File: config.mk
export PLATFORM = sky130hd
export DESIGN_NAME = gpio_mmio_bank
export DESIGN_NICKNAME = d
export VERILOG_FILES = /design/src/rtl/gpio_mmio_bank.sv
export SDC_FILE = /design/constraint.sdc
export NUM_CORES = 1
export LEC_CHECK = 0
export CAP_MARGIN = 20
export CELL_PAD_IN_SITES_DETAIL_PLACEMENT = 2
export CELL_PAD_IN_SITES_GLOBAL_PLACEMENT = 2
export CORE_MARGIN = 2
export CORE_UTILIZATION = 25
export CTS_BUF_LIST = sky130_fd_sc_hd__clkbuf_16
export DETAILED_ROUTE_END_ITERATION = 10
export GPL_ROUTABILITY_DRIVEN = 0
export MAX_ROUTING_LAYER = met4
export PLACE_DENSITY = 0.59
export SYNTH_ARGS = -nofsm -noshare
export SYNTH_HDL_FRONTEND = slang
export SYNTH_SLANG_ARGS = --single-unit
File: constraint.sdc
create_clock -name clk -period 3.23 [get_ports clk]
set_clock_uncertainty 0.1 [all_clocks]
set_input_delay 0.646 -clock clk [delete_from_list [all_inputs] [get_ports clk]]
set_output_delay 0.646 -clock clk [all_outputs]
set_load 0.005 [all_outputs]
File: src/rtl/gpio_mmio_bank.sv
`timescale 1ns/1ps
// gpio_mmio_bank: memory-mapped GPIO bank with output enable, synchronised input and sticky rising-edge interrupts
module gpio_mmio_bank #(
   parameter logic [31:0] BASE_ADDR   = 32'h2000_0000,
   parameter int          WIDTH       = 32,
   parameter int          SYNC_STAGES = 2
) (
   input  logic             clk,
   input  logic             resetn,
   input  logic [31:0]      mem_addr,
   input  logic [31:0]      mem_wdata,
   input  logic [3:0]       mem_wmask,
   output logic [31:0]      gpio_rdata,
   input  logic [WIDTH-1:0] gpio_in,
   output logic [WIDTH-1:0] gpio_out,
   output logic [WIDTH-1:0] gpio_oe,
   output logic             irq
);
   localparam logic [63:0] ONES       = (64'd1 << WIDTH) - 64'd1;
   localparam logic [31:0] PIN_MASK   = ONES[31:0];
   localparam logic [2:0]  ARM_CYCLES = 3'(SYNC_STAGES + 1);
   logic [31:0]      out_q, oe_q, ien_q, stat_q, prev_q;
   logic [31:0]      out_d, oe_d, ien_d, w1c, in_w, rise, byte_mask, wd;
   logic [WIDTH-1:0] sync_q [SYNC_STAGES];
   logic [2:0]       arm_q;
   logic [2:0]       off;
   logic             sel, wr;
   logic             unused_ok;
   assign sel       = mem_addr[31:5] == BASE_ADDR[31:5];
   assign wr        = sel && |mem_wmask;
   assign off       = mem_addr[4:2];
   assign unused_ok = ^mem_addr[1:0];
   assign byte_mask = {{8{mem_wmask[3]}}, {8{mem_wmask[2]}}, {8{mem_wmask[1]}}, {8{mem_wmask[0]}}};
   assign wd        = mem_wdata & byte_mask & PIN_MASK;
   assign in_w      = 32'(sync_q[SYNC_STAGES-1]);
   // pins already high when reset releases must not look like edges, so rise waits for the chain to fill
   assign rise      = (arm_q == ARM_CYCLES) ? in_w & ~prev_q : '0;
   assign out_d = !wr          ? out_q :
                  off == 3'd0  ? (out_q & ~byte_mask) | wd :
                  off == 3'd3  ? out_q | wd :
                  off == 3'd4  ? out_q & ~wd :
                  off == 3'd5  ? out_q ^ wd : out_q;
   assign oe_d  = (wr && off == 3'd1) ? (oe_q & ~byte_mask) | wd : oe_q;
   assign ien_d = (wr && off == 3'd6) ? (ien_q & ~byte_mask) | wd : ien_q;
   assign w1c   = (wr && off == 3'd7) ? wd : '0;
   assign gpio_rdata = !sel        ? '0 :
                       off == 3'd0 ? out_q :
                       off == 3'd1 ? oe_q :
                       off == 3'd2 ? in_w :
                       off == 3'd6 ? ien_q :
                       off == 3'd7 ? stat_q : '0;
   assign gpio_out = out_q[WIDTH-1:0];
   assign gpio_oe  = oe_q[WIDTH-1:0];
   always_ff @(posedge clk or negedge resetn) begin
      if (!resetn) begin
         out_q  <= '0;
         oe_q   <= '0;
         ien_q  <= '0;
         stat_q <= '0;
         prev_q <= '0;
         arm_q  <= '0;
         irq    <= 1'b0;
         for (int i = 0; i < SYNC_STAGES; i++) sync_q[i] <= '0;
      end else begin
         out_q  <= out_d;
         oe_q   <= oe_d;
         ien_q  <= ien_d;
         stat_q <= (stat_q & ~w1c) | rise;
         prev_q <= in_w;
         arm_q  <= (arm_q == ARM_CYCLES) ? arm_q : arm_q + 3'd1;
         irq    <= |(stat_q & ien_q);
         sync_q[0] <= gpio_in;
         for (int i = 1; i < SYNC_STAGES; i++) sync_q[i] <= sync_q[i-1];
      end
   end
endmodule

=== Word-level counts from Yosys, hierarchy flattened ===
Cells that the tools add are included.

* Flip-flop bits (word level): 228
* Bits of input ports: 102
* Output and inout port bits: 97
* Logic and storage cells: 58

* Add/sub/neg operators: 1
* Equal/unequal tests: 9
* Muxes and demuxes: 12
* Bitwise logic cells: 18
* Reductions and logical operators: 9

{| class="wikitable"
|+ Operator list
! kind !! count
|-
| 2-to-1 mux 32 bit || 12
|-
| AND 32 bit || 8
|-
| OR 32 bit || 5
|-
| inverter 32 bit || 4
|-
| OR reduction 32 bit || 1
|-
| bitwise XOR 32 bit || 1
|-
| equality test 27 x 25 -> 1 bit, second input constant || 1
|-
| equality test 3 bit, second input constant || 4
|-
| equality test 3 x 2 -> 1 bit, second input constant || 3
|-
| logical AND 1 bit || 4
|-
| nonzero test 4 bit || 1
|-
| OR reduction 4 bit || 1
|-
| adder 3 x 1 -> 3 bit, second input constant || 1
|-
| equality test 3 x 1 -> 1 bit, second input constant || 1
|-
| logical NOT 3 bit || 1
|-
| AND reduction 2 bit || 1
|}

=== Depth between registers and ports, before layout ===
* Depth after elaboration: 7
* Mapped depth: 7
* Mapped depth without buffers: 6

=== Least setup slack after synthesis ===
No wires, ideal clock.

* Path type: input to output
* From: input mem_addr[2]
* To: output gpio_rdata[11]
* Data arrival time: 1970 ps
* Required time: 2484 ps
* Setup slack: 514 ps
* Stages on the path: 7
* Buffers on the path: 4
* Cells stage by stage: buf_2 -> buf_2 -> buf_2 -> clkbuf_1 -> nor2_1 -> a221oi_1 -> a211oi_1

* Longest elaborated chain between the ends: 7
* Elaborated cells between the ends (all ways): 11
* Those cells by class: eq/ne (4); mux (6); reduce/logical (1)

{| class="wikitable"
|+ RTL lines
! item !! RTL line !! text
|-
| from (decl) || 10 || <nowiki>input logic [31:0] mem_addr,</nowiki>
|-
| equality test 3 bit || 51 || <nowiki>off == 3'd7 ? stat_q : '0;</nowiki>
|-
| 2-to-1 mux 32 bit || 51 ||
|-
| 2-to-1 mux 32 bit || 50 || <nowiki>off == 3'd6 ? ien_q :</nowiki>
|-
| 2-to-1 mux 32 bit || 49 || <nowiki>off == 3'd2 ? in_w :</nowiki>
|-
| 2-to-1 mux 32 bit || 48 || <nowiki>off == 3'd1 ? oe_q :</nowiki>
|-
| 2-to-1 mux 32 bit * || 47 || <nowiki>off == 3'd0 ? out_q :</nowiki>
|-
| 2-to-1 mux 32 bit * || 46 || <nowiki>assign gpio_rdata = !sel ? '0 :</nowiki>
|-
| to (decl) || 13 || <nowiki>output logic [31:0] gpio_rdata,</nowiki>
|}

Every way passes the cells marked *; elsewhere a longest branch is shown, timed or not.

=== Final worst setup path ===
* From: input mem_addr[29]
* To: output gpio_rdata[18]

* Longest elaborated chain between the ends: 2

{| class="wikitable"
|+ RTL lines
! item !! RTL line !! text
|-
| equality test 27 x 25 -> 1 bit || 29 || <nowiki>assign sel = mem_addr[31:5] == BASE_ADDR[31:5];</nowiki>
|-
| 2-to-1 mux 32 bit || 46 ||
|}

Every way passes these cells.

==> out/qor.yml <==
status:
  status: "complete, no violations"
yosys:
  synth_area_sq_um: 11300
  yosys.area_share.simple: 0.114
  synth_xor_area_frac: 0.00155
  synth_warnings: 0
  ys_seq_elements: 228
  seq_area_frac_synth: 0.505
  synth-compound-area-share: 0.147
  synthAdderAreaFrac: 0.0731
  synth_fp_nets: 1169
  synthDistinctLibCells: 38
  synth_mux_area_frac: 0.125
  syn_avg_cell_area_sq_um: 11.3
  synth_top_family_by_area: "compound AO/OA/AOI/OAI gates"
  synth_edf_count: 0
  ys.flop_type: "dfrtp_1"
  syn_inst: 1001
  async_reset_ff_frac: 1.00
clocking:
  cts.sinks: 228
  clkLatencyLatePin_ps: 580
  cts_tree: "built"
  cts-root-buf: "clkbuf_16"
  htree_levels: 1
  numCtsBuffers: 30
  path_clk_slew_ps: 60
  clockBufferDepth: 3
sta:
  fin_crit_sh: 0.994
  maxSlewViolCount: 0
  setup_ws_ps: 17.9
  period_needed_ps: 3210
  grt_setup_unrepaired: "true"
  hold_viol: 0
  relSlewSlack: 0.492
  fin_tns_setup_ps: 0
  tightest_slew_ps: 761
  setup_violations: 0
  fmax_ghz: 0.311
floorplanning:
  ios: 199
  die_area_sq_um: 46900
  placementRows: 77
  start_util: 0.254
  die_h_microns: 217
  dieWidth_microns: 217
  core_area_sq_um: 44400
critical_path:
  start_kind: "primary input"
  cp_slowest_stage_delay_ps: 460
  reg2reg_to: "stat_q[30]"
  critPathMaxFanout: 4
  path_cells: "clkdlybuf4s50_1, nor4b_4, and4_4, nand2_8, buf_16, buf_4, a211oi_2, dlygate4sd2_1"
  crit_end: "gpio_rdata[18]"
  end_kind: "output port"
  worstPathArrival_ps: 2470
  critical_path_required_ps: 2480
  critPathSlowestCell: "clkdlybuf4s50_1"
  rr_worst_depth: 5
  critical_path_class: "primary input to output port"
  critPathTopFamily: "buffers and inverters"
  reg2reg_slack_ps: 1310
  worst-path-stages: 8
  worstReg2RegStart: "arm_q[0]"
  path_buf_inv: 4
  crit_path_start: "mem_addr[29]"
detailed_routing:
  routed_via_density: 4.95
  drt-initial-drc-count: 390
  wl_met3_mm: 1.66
  drt-met1-wl_mm: 19.6
  wl_mm: 45.0
  top_layer: "met4"
  first_pass_iters: 4
  wl_met2_mm: 22.8
  drc: 0
  vias: 9238
  ant_nets: 0
  avgRoutedWirePerCell_microns: 24.1
worst_hold_path:
  hold_class: "flip-flop to flip-flop"
power:
  p_leak_uw: 0.00696
  p_per_area_nw_per_um2: 425
  vdd_ir_drop_max_uv: 378
  p_total_uw: 6720
placed_design:
  dp_hpwl_mm: 32.3
  pre_cts_ws_ps: -356
  port_buffers: 196
grt:
  grt_pass1_wl_mm: 68.9
  grt_usage: 0.200
  first_global_vias: 10460
  grt_max_degree: 74
  overflow: 0
  antenna_found_initial: 0
cells_and_area:
  area_growth_pct: 39.9
  nets: 1422
  final_core_util: 0.356
  drive_gt1_frac: 0.224
  diodes: 0
run:
  maxCapViolCount: 0
==> where the power goes <==
group / internal (uW) / switching, uW
Combinational: 333 / 393
Clock: 1740 / 1300
Sequential: 2920 / 33.0
Total: 4990 / 1730
==> placed cells by master, fill, tap and decap left out, types with 33 or more instances in the layout <==
master / count
clkdlybuf4s50_1: 147
a21oi_1: 64
buf_4: 67
dfrtp_1: 228
inv_1: 40
o21ai_0: 35
mux2_2: 97
nor2b_1: 33
nand2_1: 66
nor2_1: 68
ha_1: 66
==> layer usage <==
| metal | up-vias | global-route usage |
|---|---|---|
| met3 | 53 | 0.0260 |
| met1 | 4819 | 0.249 |
| li1 | 4172 | - |
| met5 | - | - |
| met4 | 0 | 0.0406 |
| met2 | 194 | 0.347 |
==> cell usage after synthesis, drive strengths merged (2+ instances only) <==
cell | number | area share
a211oi | 32 | 0.021
a21oi | 64 | 0.028
a221o | 32 | 0.028
a221oi | 32 | 0.025
a22oi | 16 | 0.011
and3 | 2 | 0.0011
buf | 21 | 0.0084
clkbuf | 44 | 0.015
dfrtp | 228 | 0.50
ha | 66 | 0.073
inv | 34 | 0.011
mux2 | 97 | 0.097
mux2i | 32 | 0.028
nand2 | 67 | 0.023
nand2b | 2 | 0.0011
nand3b | 29 | 0.019
nand4 | 9 | 0.0078
nor2 | 73 | 0.026
nor2b | 33 | 0.018
nor3 | 2 | 0.0013
nor4 | 5 | 0.0028
nor4b | 5 | 0.0092
o21ai | 36 | 0.016
o22ai | 32 | 0.018
or4 | 2 | 0.0013
xnor2 | 2 | 0.0016
==> per-stage QoR <==
| step | area, sq um | hold WS [ps] | cells |
|---|---|---|---|
| 6_report | 15800 | 240 | 1865 |
| 5_1_grt | 15800 | 247 | 1865 |
| 4_1_cts | 15600 | 240 | 1863 |
| 3_5_place_dp | 14700 | 236 | 1811 |
| 3_3_place_gp | 14700 | 235 | 1811 |
| 2_1_floorplan | 11300 | 231 | 1001 |
==> cell families after synthesis <==
| family | Yosys count |
|---|---|
| flops | 228 |
| mux | 129 |
| buf+inv | 99 |
| xor+xnor | 2 |
| compound gates | 244 |
| fa+ha+maj | 66 |
| simple gates | 233 |
==> layout make-up <==
cell class                      instances  area (sq um)
Clock buffer                           30           751
Clock inverter                         21           125
Fill cell                            4698         28600
Inverter                               34           128
Multi-Input combinational cell        674          5430
Sequential cell                       228          5710
Tap cell                              592           741
Timing Repair Buffer                  286          2930
==> how the worst min path moves through the flow <==
stage                           from       end  slack, ps  cells past startpoint
after floorplan           sync_q[32]   in_w[0]        230                      0
after global placement    sync_q[46]  in_w[14]        240                      0
after detailed placement  sync_q[43]  in_w[11]        240                      0
after CTS                 sync_q[55]  in_w[23]        240                      0
after global routing      sync_q[45]  in_w[13]        250                      0
final                     sync_q[55]  in_w[23]        240                      0
==> worst reg2reg max path: cells and delay by family (launching register included) <==
family / cells / cell delay [ps]
compound gates: 1 / 190
fa+ha+maj: 2 / 700
buf+inv: 1 / 370
flops: 1 / 370
simple gates: 1 / 80
==> timing repair <==
action,CTS,global route
hold endpoints to repair,61,0
pin swaps,2,10
endpoints found under the setup margin,32,20
buffers inserted,1,2
hold buffers,1,0
gates resized for setup,47,55
No activity file was read; power rests on OpenSTA's default activity.
